## src/rtl/cache_controller_pkg.sv

```systemverilog
// Shared types and address-field layout for the direct-mapped LC-3b cache controller.
// Geometry: 8 sets x 8 sixteen-bit words, 16-bit byte addresses.
package cache_controller_pkg;

    localparam int NUM_SETS   = 8;
    localparam int LINE_WORDS = 8;
    localparam int ADDR_W     = 16;
    localparam int WORD_W     = 16;
    localparam int INDEX_W    = $clog2(NUM_SETS);
    localparam int OFFSET_W   = $clog2(LINE_WORDS);
    localparam int TAG_W      = ADDR_W - 1 - OFFSET_W - INDEX_W;
    localparam int LINE_W     = WORD_W * LINE_WORDS;
    localparam int INDEX_LSB  = OFFSET_W + 1;
    localparam int TAG_LSB    = INDEX_LSB + INDEX_W;

    typedef logic [TAG_W-1:0]    lc3b_c_tag;
    typedef logic [INDEX_W-1:0]  lc3b_c_index;
    typedef logic [OFFSET_W-1:0] lc3b_c_offset;
    typedef logic [LINE_W-1:0]   lc3b_c_line;

    typedef enum logic [1:0] {
        CHECK,
        WRITEBACK,
        ALLOCATE
    } cache_state_t;

    // Lanes not enabled keep the word currently held in the data array.
    function automatic logic [WORD_W-1:0] merge_bytes(
        input logic [1:0]        be,
        input logic [WORD_W-1:0] wdata,
        input logic [WORD_W-1:0] old
    );
        logic [WORD_W-1:0] merged;
        merged[15:8] = be[1] ? wdata[15:8] : old[15:8];
        merged[7:0]  = be[0] ? wdata[7:0]  : old[7:0];
        return merged;
    endfunction

endpackage

```

## src/rtl/cache_controller_tag_array.sv

```systemverilog
// Per-set tag/valid/dirty bookkeeping for the cache controller.
// Single shared index for the combinational read and all write ports.
module cache_controller_tag_array
    import cache_controller_pkg::*;
(
    input  logic        clk,
    input  logic        reset_n,
    input  lc3b_c_index index,
    input  logic        set_line,
    input  lc3b_c_tag   new_tag,
    input  logic        set_dirty,
    input  logic        clr_dirty,
    output lc3b_c_tag   tag,
    output logic        valid,
    output logic        dirty
);

    lc3b_c_tag           tag_q [NUM_SETS];
    logic [NUM_SETS-1:0] valid_q;
    logic [NUM_SETS-1:0] dirty_q;

    always_ff @(posedge clk or negedge reset_n) begin
        if (!reset_n) begin
            for (int i = 0; i < NUM_SETS; i++) begin
                tag_q[i] <= '0;
            end
            valid_q <= '0;
            dirty_q <= '0;
        end else begin
            if (set_line) begin
                tag_q[index]   <= new_tag;
                valid_q[index] <= 1'b1;
            end
            // A CPU write hit and a line clear never coincide; set wins if they ever did.
            if (set_dirty) begin
                dirty_q[index] <= 1'b1;
            end else if (clr_dirty) begin
                dirty_q[index] <= 1'b0;
            end
        end
    end

    assign tag   = tag_q[index];
    assign valid = valid_q[index];
    assign dirty = dirty_q[index];

endmodule

```

## src/rtl/cache_controller.sv

```systemverilog
// Direct-mapped, write-back, write-allocate cache controller between the LC-3b CPU
// memory port and physical memory; drives load_word/load_line of the external data array.
module cache_controller
    import cache_controller_pkg::*;
(
    input  logic              clk,
    input  logic              reset_n,
    input  logic              mem_read,
    input  logic              mem_write,
    input  logic [1:0]        mem_byte_enable,
    input  logic [ADDR_W-1:0] mem_address,
    input  logic [WORD_W-1:0] mem_wdata,
    output logic [WORD_W-1:0] mem_rdata,
    output logic              mem_resp,
    output logic              pmem_read,
    output logic              pmem_write,
    output logic [ADDR_W-1:0] pmem_address,
    output lc3b_c_line        pmem_wdata,
    input  lc3b_c_line        pmem_rdata,
    input  logic              pmem_resp,
    output logic              dp_load_word,
    output logic              dp_load_line,
    output lc3b_c_index       dp_index,
    output lc3b_c_offset      dp_offset,
    output logic [WORD_W-1:0] dp_in_word,
    output lc3b_c_line        dp_in_line,
    input  logic [WORD_W-1:0] dp_data_word,
    input  lc3b_c_line        dp_data_line
);

    cache_state_t state;
    lc3b_c_tag    req_tag;
    lc3b_c_tag    set_tag;
    logic         set_valid;
    logic         set_dirty_bit;
    logic         req;
    logic         hit;
    logic         check_hit;
    logic         wb_done;
    logic         unused_addr_bit0;

    assign req_tag          = mem_address[ADDR_W-1:TAG_LSB];
    assign dp_index         = mem_address[TAG_LSB-1:INDEX_LSB];
    assign dp_offset        = mem_address[INDEX_LSB-1:1];
    assign unused_addr_bit0 = mem_address[0];

    cache_controller_tag_array u_tags (
        .clk       (clk),
        .reset_n   (reset_n),
        .index     (dp_index),
        .set_line  (dp_load_line),
        .new_tag   (req_tag),
        .set_dirty (dp_load_word),
        .clr_dirty (wb_done | dp_load_line),
        .tag       (set_tag),
        .valid     (set_valid),
        .dirty     (set_dirty_bit)
    );

    assign req       = mem_read | mem_write;
    assign hit       = set_valid && (set_tag == req_tag);
    assign check_hit = (state == CHECK) && req && hit;
    assign wb_done   = (state == WRITEBACK) && pmem_resp;

    // Hits complete combinationally; mem_write has priority if both requests are raised.
    assign mem_resp     = check_hit;
    assign mem_rdata    = check_hit ? dp_data_word : '0;
    assign dp_load_word = check_hit && mem_write;
    assign dp_load_line = (state == ALLOCATE) && pmem_resp;
    assign dp_in_word   = reset_n ? merge_bytes(mem_byte_enable, mem_wdata, dp_data_word) : '0;
    assign dp_in_line   = reset_n ? pmem_rdata : '0;

    always_comb begin
        pmem_address = '0;
        pmem_wdata   = '0;
        case (state)
            WRITEBACK: begin
                pmem_address = {set_tag, dp_index, {INDEX_LSB{1'b0}}};
                pmem_wdata   = dp_data_line;
            end
            ALLOCATE: pmem_address = {req_tag, dp_index, {INDEX_LSB{1'b0}}};
            default:  pmem_address = '0;
        endcase
    end

    // Miss FSM; pmem strobes are registered and cleared asynchronously with the state.
    always_ff @(posedge clk or negedge reset_n) begin
        if (!reset_n) begin
            state      <= CHECK;
            pmem_read  <= 1'b0;
            pmem_write <= 1'b0;
        end else begin
            case (state)
                CHECK: begin
                    if (req && !hit) begin
                        if (set_dirty_bit) begin
                            state      <= WRITEBACK;
                            pmem_write <= 1'b1;
                        end else begin
                            state     <= ALLOCATE;
                            pmem_read <= 1'b1;
                        end
                    end
                end
                WRITEBACK: begin
                    if (pmem_resp) begin
                        state      <= ALLOCATE;
                        pmem_write <= 1'b0;
                        pmem_read  <= 1'b1;
                    end
                end
                ALLOCATE: begin
                    if (pmem_resp) begin
                        state     <= CHECK;
                        pmem_read <= 1'b0;
                    end
                end
                default: begin
                    state      <= CHECK;
                    pmem_read  <= 1'b0;
                    pmem_write <= 1'b0;
                end
            endcase
        end
    end

endmodule

```

## config.mk

```make
export PLATFORM = sky130hd
export DESIGN_NAME = cache_controller
export DESIGN_NICKNAME = d
export VERILOG_FILES = /design/src/rtl/cache_controller_pkg.sv /design/src/rtl/cache_controller_tag_array.sv /design/src/rtl/cache_controller.sv
export SDC_FILE = /design/constraint.sdc
export NUM_CORES = 1
export LEC_CHECK = 0
export ABC_CLOCK_PERIOD_IN_PS = 9100
export CORE_AREA = 2 2 246 248
export DETAILED_ROUTE_END_ITERATION = 8
export DIE_AREA = 0 0 248 250
export HOLD_SLACK_MARGIN = 0.06
export PLACE_DENSITY = 0.35
export SETUP_SLACK_MARGIN = 0.1
export SLEW_MARGIN = 20
export SYNTH_ARGS = -nofsm -noshare
export SYNTH_HDL_FRONTEND = slang
export SYNTH_SLANG_ARGS = --single-unit
```

## constraint.sdc

```tcl
create_clock -name clk -period 9.1 [get_ports clk]
set_input_delay 1.82 -clock clk [delete_from_list [all_inputs] [get_ports clk]]
set_output_delay 1.82 -clock clk [all_outputs]
set_load 0.05 [all_outputs]
```

==> out/metrics.yaml, run 1 <==
detailed_routing:
  vias: 7293
  via_per_inst: 3.52
  drt-total-wl_um: 44400
  wl_per_cell_um: 21.4
  route.detailed.drc: 0
  drtIter0Drc: 311
  firstDrtPassIters: 4
  ant_nets: 0
timing:
  worst_slew_pin_slew_ns: 0.931
  tns_ns: 0
  slew_viol_final: 0
  setup_slack_ns: 1.32
  fin_crit_sh_pct: 85.5
  setup_viol: 0
  rsz0062_at_grt: "no"
  max_freq_ghz: 0.129
  slew_headroom_pct: 37.9
  min_period_ns: 7.78
  worst_clock_skew_ns: 0.00561
  hold_viol: 0
pwr:
  clkPwrFrac_pct: 19.0
  switching_share_pct: 36.4
  leakage_uw: 0.00534
  power_switching_uw: 734
  pwr-share-comb_pct: 47.7
  power_frac_seq_pct: 33.3
  ir_drop_mv: 0.107
  p_int_uw: 1280
  power_density_nw_per_um2: 144
logic_synthesis:
  ys.flop_type: "dfrtp_1"
  synthCells: 714
  syn_area_per_cell_um2: 9.64
  async_reset_ff_share_pct: 100
  synth.top_cell.area_share_pct: 33.4
  yosys-top-cells-area: "dfrtp_1 (33%), and2_1 (25%), mux2_2 (13%)"
  yosysSeqAreaShare_pct: 33.4
  synth_area_um2: 6890
  synth-edff-count: 0
  yosysTopAreaCell: "dfrtp_1"
  synth-seq-cells: 92
  ys_types: 49
  yosys_warnings: 0
global_routing:
  grt_overflow: 0
  grt_start_max_net_pins: 145
  antenna_found_initial: 12
  grt_first_pass_wirelength_um: 60000
  grt_pass1_vias: 7460
  grt_usage_pct: 13.7
setup_path:
  path_class: "primary input to output port"
  cp-end-kind: "output port"
  critical_path.slowest_cell: "clkdlybuf4s50_1"
  cp.required_ns: 7.28
  arrival_ns: 5.96
  path_cells: "clkdlybuf4s50_1, buf_4, mux2_2, o211ai_1, o221ai_1, xnor2_1, nand3_4, nor3_4, and2_1, clkdlybuf4s50_1"
  worstSetupStartpointType: "primary input"
  cp_common_cell: "clkdlybuf4s50_1"
  critPathMaxFanout: 17
  cpPeakStageDelay_ns: 0.90
place:
  dp_hpwl_um: 36200
  io_buffer_count: 614
  gp_congestion: 0.936
  place_ws_ns: 1.10
finish:
  multi_input_area_um2: 4240
  area_growth_pct: 104
  final_cell_mix: "clkdlybuf4s50_1 (611), and2_1 (273), dfrtp_1 (92)"
  final_layout_size_suffix_gt1_share_pct: 10.3
  nets: 1596
  fillCellCount: 6416
  seqCellArea_um2: 2300
  mostFrequentLayoutCell: "clkdlybuf4s50_1"
floorplan:
  design.die.area_um2: 62000
  die_height_um: 250
  core_area_um2: 59600
  pin_count: 626
  rows: 90
  die_w_um: 248
  start_util_pct: 11.6
cts:
  cts_made_buffers: 9
  insertion_delay_ns: 0.35
  cts_hold_buffers: 0
  clk_pin_slew_ns: 0.06
  post-cts-setup-buffers: 0
  cts.sinks: 92
  cts_resized: 0
  htreeDepth: 3
  tritoncts: "done"
  clockBufferDepth: 2
  cts-root-buf: "clkbuf_16"
min_path:
  hp-class: "flip-flop to flip-flop"
outcome:
  status: "finished clean"
job:
  maxCapViolCount: 0
## power by group through the flow
| stage | clock, µW | combinational [µW] | sequential [µW] |
|---|---|---|---|
| final | 384 | 963 | 671 |
| after global routing | 410 | 1040 | 697 |
| after CTS | 394 | 984 | 673 |
| after detailed placement | 0 | 979 | 681 |
| after global placement | 0 | 973 | 680 |
| after floorplan | 0 | 608 | 660 |
## worst max-delay path, delay by kind of cell
kind | cells | cell delay, ns
buffers and inverters | 3 | 2.05
AND/OR/NAND/NOR | 3 | 1.11
XOR/XNOR | 1 | 0.27
multiplexers | 1 | 0.35
AO/OA/AOI/OAI | 2 | 0.33
## logic make-up after synthesis
logic type / share of synthesized area (%)
other cells: 0.0545
flops: 33.4
simple gates: 32.1
buf+inv: 5.47
compound gates: 4.78
fa+ha+maj: 0.545
xor+xnor: 1.24
mux: 22.4
## metal layers
layer / track usage (%) / vias up / routed length, µm
li1: - / 3498 / -
met3: 4.03 / 42 / 3510
met1: 17.3 / 3475 / 18600
met5: 0 / - / 115
met4: 2.55 / 18 / 550
met2: 23.1 / 260 / 21600
## worst paths after layout
kind	start	depth (start not counted)	slack, ns	to
min in group asynchronous	reset_n	2	2.08	u_tags.tag_q[50]
setup / recovery	mem_address[6]	10	1.32	mem_rdata[14]
hold reg to reg	u_tags.valid_q[6]	1	0.46	u_tags.valid_q[6]
setup reg to reg	state[0]	6	6.02	u_tags.tag_q[47]
hold / removal	u_tags.valid_q[6]	1	0.46	u_tags.valid_q[6]
max in group asynchronous	reset_n	3	5.77	u_tags.tag_q[2]
## Yosys cell counts (2+ instances only)
master,instances
nand2b_1,10
nand2_1,15
a22oi_1,7
nor2_1,10
mux2_2,77
xnor2_1,6
nor3_1,2
o31ai_1,7
ha_1,3
o32ai_1,2
dfrtp_1,92
mux2_1,3
and3_1,3
o21ai_0,6
mux2i_1,38
a32o_1,4
nand3_1,9
buf_1,5
or2_2,5
a211oi_1,3
buf_4,13
and2_1,273
nor2b_1,27
inv_1,5
a21boi_0,4
clkbuf_1,43
mux4_2,11
buf_2,4
o22ai_1,2
a21oi_1,2
buf_6,5
## area by class of cell
| type | count | share of cell area [%] |
|---|---|---|
| inverters | 6 | 0.160 |
| flip-flops and latches | 92 | 16.4 |
| clock buffers | 12 | 1.75 |
| diodes | 3 | 0.0534 |
| clock inverters | 4 | 0.347 |
| multi-input cells | 549 | 30.1 |
| repair buffers | 624 | 44.2 |
| well taps | 782 | 6.96 |
## registers in the layout, indices dropped and copies added, names as in the netlist, named ones only
register / flops
pmem_read: 1
pmem_write: 1
state: 2
u_tags.tag_q: 72
u_tags.valid_q: 8
## stage by stage
stage	cell area [µm²]	utilization, %	total power [µW]	cells	hold WS, ns
after floorplan	6900	-	1270	717	0.429
after global placement	13800	23.1	1650	2053	0.448
after detailed placement	13800	23.1	1660	2053	0.452
after CTS	14000	23.6	2050	2069	0.468
after global routing	14000	23.6	2140	2069	0.482
final	14100	23.6	2020	2072	0.464
No activity file was read; power rests on OpenSTA's default activity.
==> run 2, diff against run 1 <==
--- a/config.mk
+++ b/config.mk
@@ -5,14 +5,14 @@
 export SDC_FILE = /design/constraint.sdc
 export NUM_CORES = 1
 export LEC_CHECK = 0
-export ABC_CLOCK_PERIOD_IN_PS = 9100
+export ABC_CLOCK_PERIOD_IN_PS = 7850
 export CORE_AREA = 2 2 246 248
 export DETAILED_ROUTE_END_ITERATION = 8
 export DIE_AREA = 0 0 248 250
+export GPL_TIMING_DRIVEN = 0
 export HOLD_SLACK_MARGIN = 0.06
 export PLACE_DENSITY = 0.35
 export SETUP_SLACK_MARGIN = 0.1
-export SLEW_MARGIN = 20
 export SYNTH_ARGS = -nofsm -noshare
 export SYNTH_HDL_FRONTEND = slang
 export SYNTH_SLANG_ARGS = --single-unit
==> constraint.sdc (replaced) <==
create_clock -name clk -period 7.85 [get_ports clk]
set_input_delay 1.57 -clock clk [delete_from_list [all_inputs] [get_ports clk]]
set_output_delay 1.57 -clock clk [all_outputs]
set_load 0.05 [all_outputs]
==> run 2 against run 1 <==
Net effect: clock power is 29% higher; sequential share of layout area down 0.25 points; count of clock-buffer cells in the layout grew 1; utilization is 0.36 points higher; cell area rose by 1.5%; flip-flop and latch count unchanged; routed wire length is 5.9% higher; global-route usage up 0.70 points; sequential power rose by 16%; clock skew up 0.0014 ns; combinational power increased by 17%; critical endpoint is now mem_rdata[11].
==> out/metrics.yaml, run 2 (synthesis results as in run 1) <==
outcome:
  status: "finished clean"
finish:
  nets: 1645
  finalInstanceArea_um2: 14300
  largest_reg_flops: 72
  final_cell_mix: "clkdlybuf4s50_1 (601), and2_1 (273), dfrtp_1 (92)"
  mostFrequentLayoutCell: "clkdlybuf4s50_1"
  largestRegisters: "u_tags.tag_q x72, u_tags.valid_q x8, state x2"
  regMostFlops: "u_tags.tag_q"
  final_layout_size_suffix_gt1_share_pct: 10.7
  instances_no_fill: 2119
  area_growth_pct: 107
setup_path:
  cp-end-kind: "output port"
  critPathMaxFanout: 10
  path_class: "primary input to output port"
  cp-endpoint: "mem_rdata[11]"
  r2r_end: "u_tags.tag_q[23]"
  rrSetupSlack_ns: 5.26
  startpoint: "mem_address[6]"
  worstSetupStartpointType: "primary input"
  rr_worst_depth: 5
  cp.required_ns: 6.28
  critical_path.reg2reg.startpoint: "state[0]"
  arrival_ns: 5.11
detailed_routing:
  via_per_inst: 3.59
  wl_per_cell_um: 22.2
  drt-total-wl_um: 47000
  route.detailed.drc: 0
  drtIter0Drc: 344
  firstDrtPassIters: 5
  vias: 7598
  ant_nets: 0
timing:
  hold_slack_ns: 0.464
  worst_slew_pin_slew_ns: 1.35
  fin_crit_sh_pct: 85.1
  max_freq_ghz: 0.150
  setup_slack_ns: 1.17
  slew_headroom_pct: 9.32
  slew_viol_final: 0
  hold_viol: 0
  min_period_ns: 6.68
  rsz0062_at_grt: "no"
  setup_viol: 0
  worst_clock_skew_ns: 0.00700
global_routing:
  grt_pass1_vias: 7525
  antenna_found_initial: 9
  grt_usage_pct: 14.4
  grt_first_pass_wirelength_um: 62900
  grt_start_max_net_pins: 63
  grt_overflow: 0
place:
  place_ws_ns: 1.13
  dp_hpwl_um: 39500
  dp_cells: 2102
  gp_congestion: 0.911
  io_buffer_count: 602
  dpl-instance-area_um2: 13900
cts:
  cts.sinks: 92
  post-cts-setup-buffers: 0
  cts_resized: 0
  cts-root-buf: "clkbuf_16"
  cts_hold_buffers: 0
  cts_made_buffers: 9
  tritoncts: "done"
  clk_pin_slew_ns: 0.06
  insertion_delay_ns: 0.35
  clockBufferDepth: 2
  htreeDepth: 3
pwr:
  power_frac_seq_pct: 32.3
  leakage_uw: 0.00544
  power_switching_uw: 862
  p_total_uw: 2410
  power_density_nw_per_um2: 169
  clkPwrFrac_pct: 20.6
  p_int_uw: 1540
  switching_share_pct: 35.8
  ir_drop_mv: 0.0983
  pwr-share-comb_pct: 47.1
floorplan:
  die_w_um: 248
  design.die.area_um2: 62000
  rows: 90
  start_util_pct: 11.6
  core_area_um2: 59600
  pin_count: 626
  die_height_um: 250
min_path:
  hp-class: "flip-flop to flip-flop"
job:
  maxCapViolCount: 0
run 2: worst max-delay path, stage by stage:
cell	delay, ns
buf_4	0.17
buf_2	0.23
nand2_1	0.29
o32ai_1	0.16
or3_1	0.33
a21oi_1	0.27
nand4_2	0.34
nor3_4	0.53
buf_6	0.22
and2_1	0.14
clkdlybuf4s50_1	0.84
run 2: stage by stage:
stage	TNS [ns]	utilization, %
after floorplan	0	-
after global placement	-215.90	23.3
after detailed placement	0	23.4
after CTS	0	23.9
after global routing	0	24.0
final	0	24.0
run 2: metal layers:
layer	vias up	part of all wire [%]	track usage (%)
li1	3593	-	-
met1	3693	44	18.6
met2	272	50	25.3
met3	28	5.9	2.53
met4	12	0.63	2.12
met5	-	0.15	0
run 2: worst min path at each step:
stage / from / end / slack (ns) / cells after the start
2_1_floorplan: u_tags.valid_q[4] / u_tags.valid_q[4] / 0.43 / 1
3_3_place_gp: u_tags.valid_q[6] / u_tags.valid_q[6] / 0.45 / 1
4_1_cts: u_tags.valid_q[3] / u_tags.valid_q[3] / 0.47 / 1
6_report: u_tags.valid_q[0] / u_tags.valid_q[0] / 0.46 / 1
5_1_grt: u_tags.valid_q[7] / u_tags.valid_q[7] / 0.48 / 1
3_5_place_dp: u_tags.valid_q[7] / u_tags.valid_q[7] / 0.45 / 1
run 2: cell type report:
type                    count  area [µm²]
diodes                      1        2.50
plain buffers              70         354
clock buffers              13         270
clock inverters             3        67.6
fillers                  6439       45300
inverters                   6        22.5
multi-input cells         549        4220
flip-flops and latches     92        2300
well taps                 782         978
repair buffers            603        6050
run 2: power by group through the flow:
stage,registers (µW),logic (µW),clock network (µW)
floorplan,765,705,0
global placement,782,1140,0
detailed placement,786,1150,0
CTS,778,1150,512
global route,806,1210,525
finish,778,1130,495
==> run 3, diff against run 2 <==
--- a/config.mk
+++ b/config.mk
@@ -6,13 +6,15 @@
 export NUM_CORES = 1
 export LEC_CHECK = 0
 export ABC_CLOCK_PERIOD_IN_PS = 7850
-export CORE_AREA = 2 2 246 248
+export CAP_MARGIN = 0
+export CORE_AREA = 2 2 245 247
 export DETAILED_ROUTE_END_ITERATION = 8
-export DIE_AREA = 0 0 248 250
+export DIE_AREA = 0 0 247 249
 export GPL_TIMING_DRIVEN = 0
 export HOLD_SLACK_MARGIN = 0.06
-export PLACE_DENSITY = 0.35
+export PLACE_DENSITY = 0.36
 export SETUP_SLACK_MARGIN = 0.1
 export SYNTH_ARGS = -nofsm -noshare
 export SYNTH_HDL_FRONTEND = slang
+export SYNTH_HIERARCHICAL = 1
 export SYNTH_SLANG_ARGS = --single-unit
==> run 3 against run 2 <==
Net effect: global-route usage increased by 3.1 points; utilization grew 0.54 points; sequential share of layout area decreased by 0.12 points; critical path type unchanged.
==> out/metrics.yaml, run 3 <==
cts:
  cts_hold_buffers: 0
  insertion_delay_ns: 0.35
  tritoncts: "done"
  clk_pin_slew_ns: 0.07
  cts_made_buffers: 9
  clockBufferDepth: 2
  cts.sinks: 92
  cts-root-buf: "clkbuf_16"
  htreeDepth: 3
finish:
  area_growth_pct: 110
  final_cell_mix: "clkdlybuf4s50_1 (614), and2_1 (276), dfrtp_1 (92)"
  final_layout_size_suffix_gt1_share_pct: 11.9
  regMostFlops: "u_tags/tag_q"
  largestRegisters: "u_tags/tag_q x72, u_tags/valid_q x8, state x2"
  nets: 1616
  mostFrequentLayoutCell: "clkdlybuf4s50_1"
  largest_reg_flops: 72
  fillCellCount: 6348
setup_path:
  path_class: "primary input to output port"
  path_cells: "clkdlybuf4s50_1, buf_2, buf_2, mux4_2, mux2_2, xor2_1, nor4_2, and3_1, and2b_2, buf_6, and2_1, clkdlybuf4s50_1"
  critPathMaxFanout: 10
  cp_top_family: "buffers and inverters"
  cp.required_ns: 6.28
  worst-path-buf-inv: 5
  arrival_ns: 5.83
  worstSetupStartpointType: "primary input"
  critical_path.slowest_cell: "clkdlybuf4s50_1"
  cpPeakStageDelay_ns: 0.81
  cp-end-kind: "output port"
timing:
  max_freq_ghz: 0.135
  fin_crit_sh_pct: 94.2
  rsz0062_at_grt: "no"
  worst_clock_skew_ns: 0.00964
  slew_headroom_pct: 52.4
  setup_viol: 0
  worst_slew_pin_slew_ns: 0.715
  min_period_ns: 7.40
  slew_viol_final: 0
  hold_viol: 0
  tns_ns: 0
floorplan:
  start_util_pct: 11.7
  rows: 89
  die_height_um: 249
  core_area_um2: 58700
  die_w_um: 247
  design.die.area_um2: 61500
  pin_count: 626
pwr:
  power_frac_seq_pct: 32.5
  p_total_uw: 2410
  power_switching_uw: 859
  leakage_uw: 0.00557
  switching_share_pct: 35.6
  ir_drop_mv: 0.119
  p_int_uw: 1550
  pwr-share-comb_pct: 48.0
  power_density_nw_per_um2: 168
  clkPwrFrac_pct: 19.5
detailed_routing:
  vias: 7589
  via_per_inst: 3.61
  route.detailed.drc: 0
  firstDrtPassIters: 4
  wl_per_cell_um: 26.9
  ant_nets: 0
  drtIter0Drc: 301
  drt-total-wl_um: 56500
logic_synthesis:
  yosysSeqAreaShare_pct: 33.6
  synth.top_cell.area_share_pct: 33.6
  yosys-top-cells-area: "dfrtp_1 (34%), and2_1 (25%), mux2_2 (10%)"
  async_reset_ff_share_pct: 100
  ys.flop_type: "dfrtp_1"
  yosysTopAreaCell: "dfrtp_1"
  synth-seq-cells: 92
  syn_area_per_cell_um2: 10.2
  synth_area_um2: 6840
  yosys_warnings: 6
  synth-edff-count: 0
  ys_types: 43
  yosysMostFrequentCell: "and2_1"
  synthCells: 672
  synth_common_cells: "and2_1 (276), dfrtp_1 (92), mux2_2 (63)"
place:
  dp_hpwl_um: 49300
  io_buffer_count: 615
  gp_congestion: 1.04
global_routing:
  antenna_found_initial: 47
  grt_overflow: 0
  grt_usage_pct: 17.5
  grt_start_max_net_pins: 65
  grt_first_pass_wirelength_um: 72800
  grt_pass1_vias: 7712
outcome:
  status: "finished clean"
job:
  maxCapViolCount: 0
min_path:
  hp-class: "flip-flop to flip-flop"
## run 3: cell types whose count changed in the layout (fill, tap and decap cells not counted), sizes merged, moves of 7 or more
| cell | change |
|---|---|
| clkbuf | -10 |
| clkdlybuf4s50 | +13 |
| diode | +19 |
| mux2i | -21 |
| mux4 | +9 |
| nand2 | -8 |
| nand3 | -10 |
| o21ai | +12 |
| o31ai | -7 |
| xnor2 | -7 |
| xor2 | +8 |
## run 3: area by class of cell
type / count / area [µm²] / share of cell area, %
timing repair buffer: 616 / 6180 / 43.0
multi-input combinational: 521 / 4230 / 29.4
sequential: 92 / 2300 / 16.0
tap: 773 / 967 / 6.73
buffer: 58 / 309 / 2.15
clock buffer: 10 / 229 / 1.59
clock inverter: 6 / 88.8 / 0.618
antenna: 20 / 50.0 / 0.348
inverter: 4 / 15.0 / 0.104
## run 3: stage by stage
step | util, % | cells | setup slack (ns) | hold WS, ns | cell area (µm²)
detailed placement | 23.9 | 2064 | 0.118 | 0.448 | 14000
floorplan | - | 675 | 2.15 | 0.429 | 6860
finish | 24.5 | 2100 | 0.455 | 0.472 | 14400
global placement | 23.8 | 2063 | -1.90 | 0.444 | 14000
global route | 24.4 | 2084 | 0.270 | 0.490 | 14300
CTS | 24.4 | 2080 | 0.118 | 0.471 | 14300
## run 3: kinds of logic after synthesis
family,Yosys count,share of synthesized area (%)
XOR/XNOR,9,1.15
buffers and inverters,62,4.72
adder cells (fa/ha/maj),3,0.549
other,1,0.0548
multiplexers,120,23.8
flip-flops,92,33.6
AO/OA/AOI/OAI,38,3.40
AND/OR/NAND/NOR,347,32.7
## run 3: timing repair
| action | CTS | global route |
|---|---|---|
| endpoints found under the hold margin | 0 | 0 |
| setup buffers | 0 | 0 |
| endpoints found under the setup margin | 0 | 10 |
| resized for setup | 0 | 2 |
## run 3: metal layers
metal	up-vias	GRT usage, %	part of all wire, %
met4	12	3.15	1.9
li1	3506	-	-
met5	-	0	0.13
met3	82	3.51	5.8
met1	3672	22.3	43
met2	317	30.7	49
## run 3: final timing paths
check | from | to | slack (ns) | depth (start not counted)
worst max-delay path | mem_address[6] | mem_rdata[6] | 0.45 | 12
worst min-delay path | u_tags/valid_q[6] | u_tags/valid_q[6] | 0.47 | 1
worst max register to register | state[0] | u_tags/tag_q[35] | 5.01 | 7
worst min register to register | u_tags/valid_q[6] | u_tags/valid_q[6] | 0.47 | 1
max in group asynchronous | reset_n | u_tags/tag_q[67] | 6.02 | 2
min in group asynchronous | reset_n | u_tags/tag_q[3] | 1.15 | 1
## run 3: power by group through the flow
stage | Sequential, µW | Clock [µW] | Combinational, µW
2_1_floorplan | 764 | 0 | 719
4_1_cts | 782 | 489 | 1170
3_5_place_dp | 789 | 0 | 1170
3_3_place_gp | 786 | 0 | 1160
5_1_grt | 808 | 508 | 1230
6_report | 783 | 471 | 1160
## run 3: worst register-to-register path, stage by stage (launching register included)
cell and delay (ns):
dfrtp_1 0.41, inv_1 0.09, ha_1 0.20, clkbuf_1 0.52
and2_1 0.49, nand2b_4 0.17, nor2_4 0.43, mux2_2 0.39
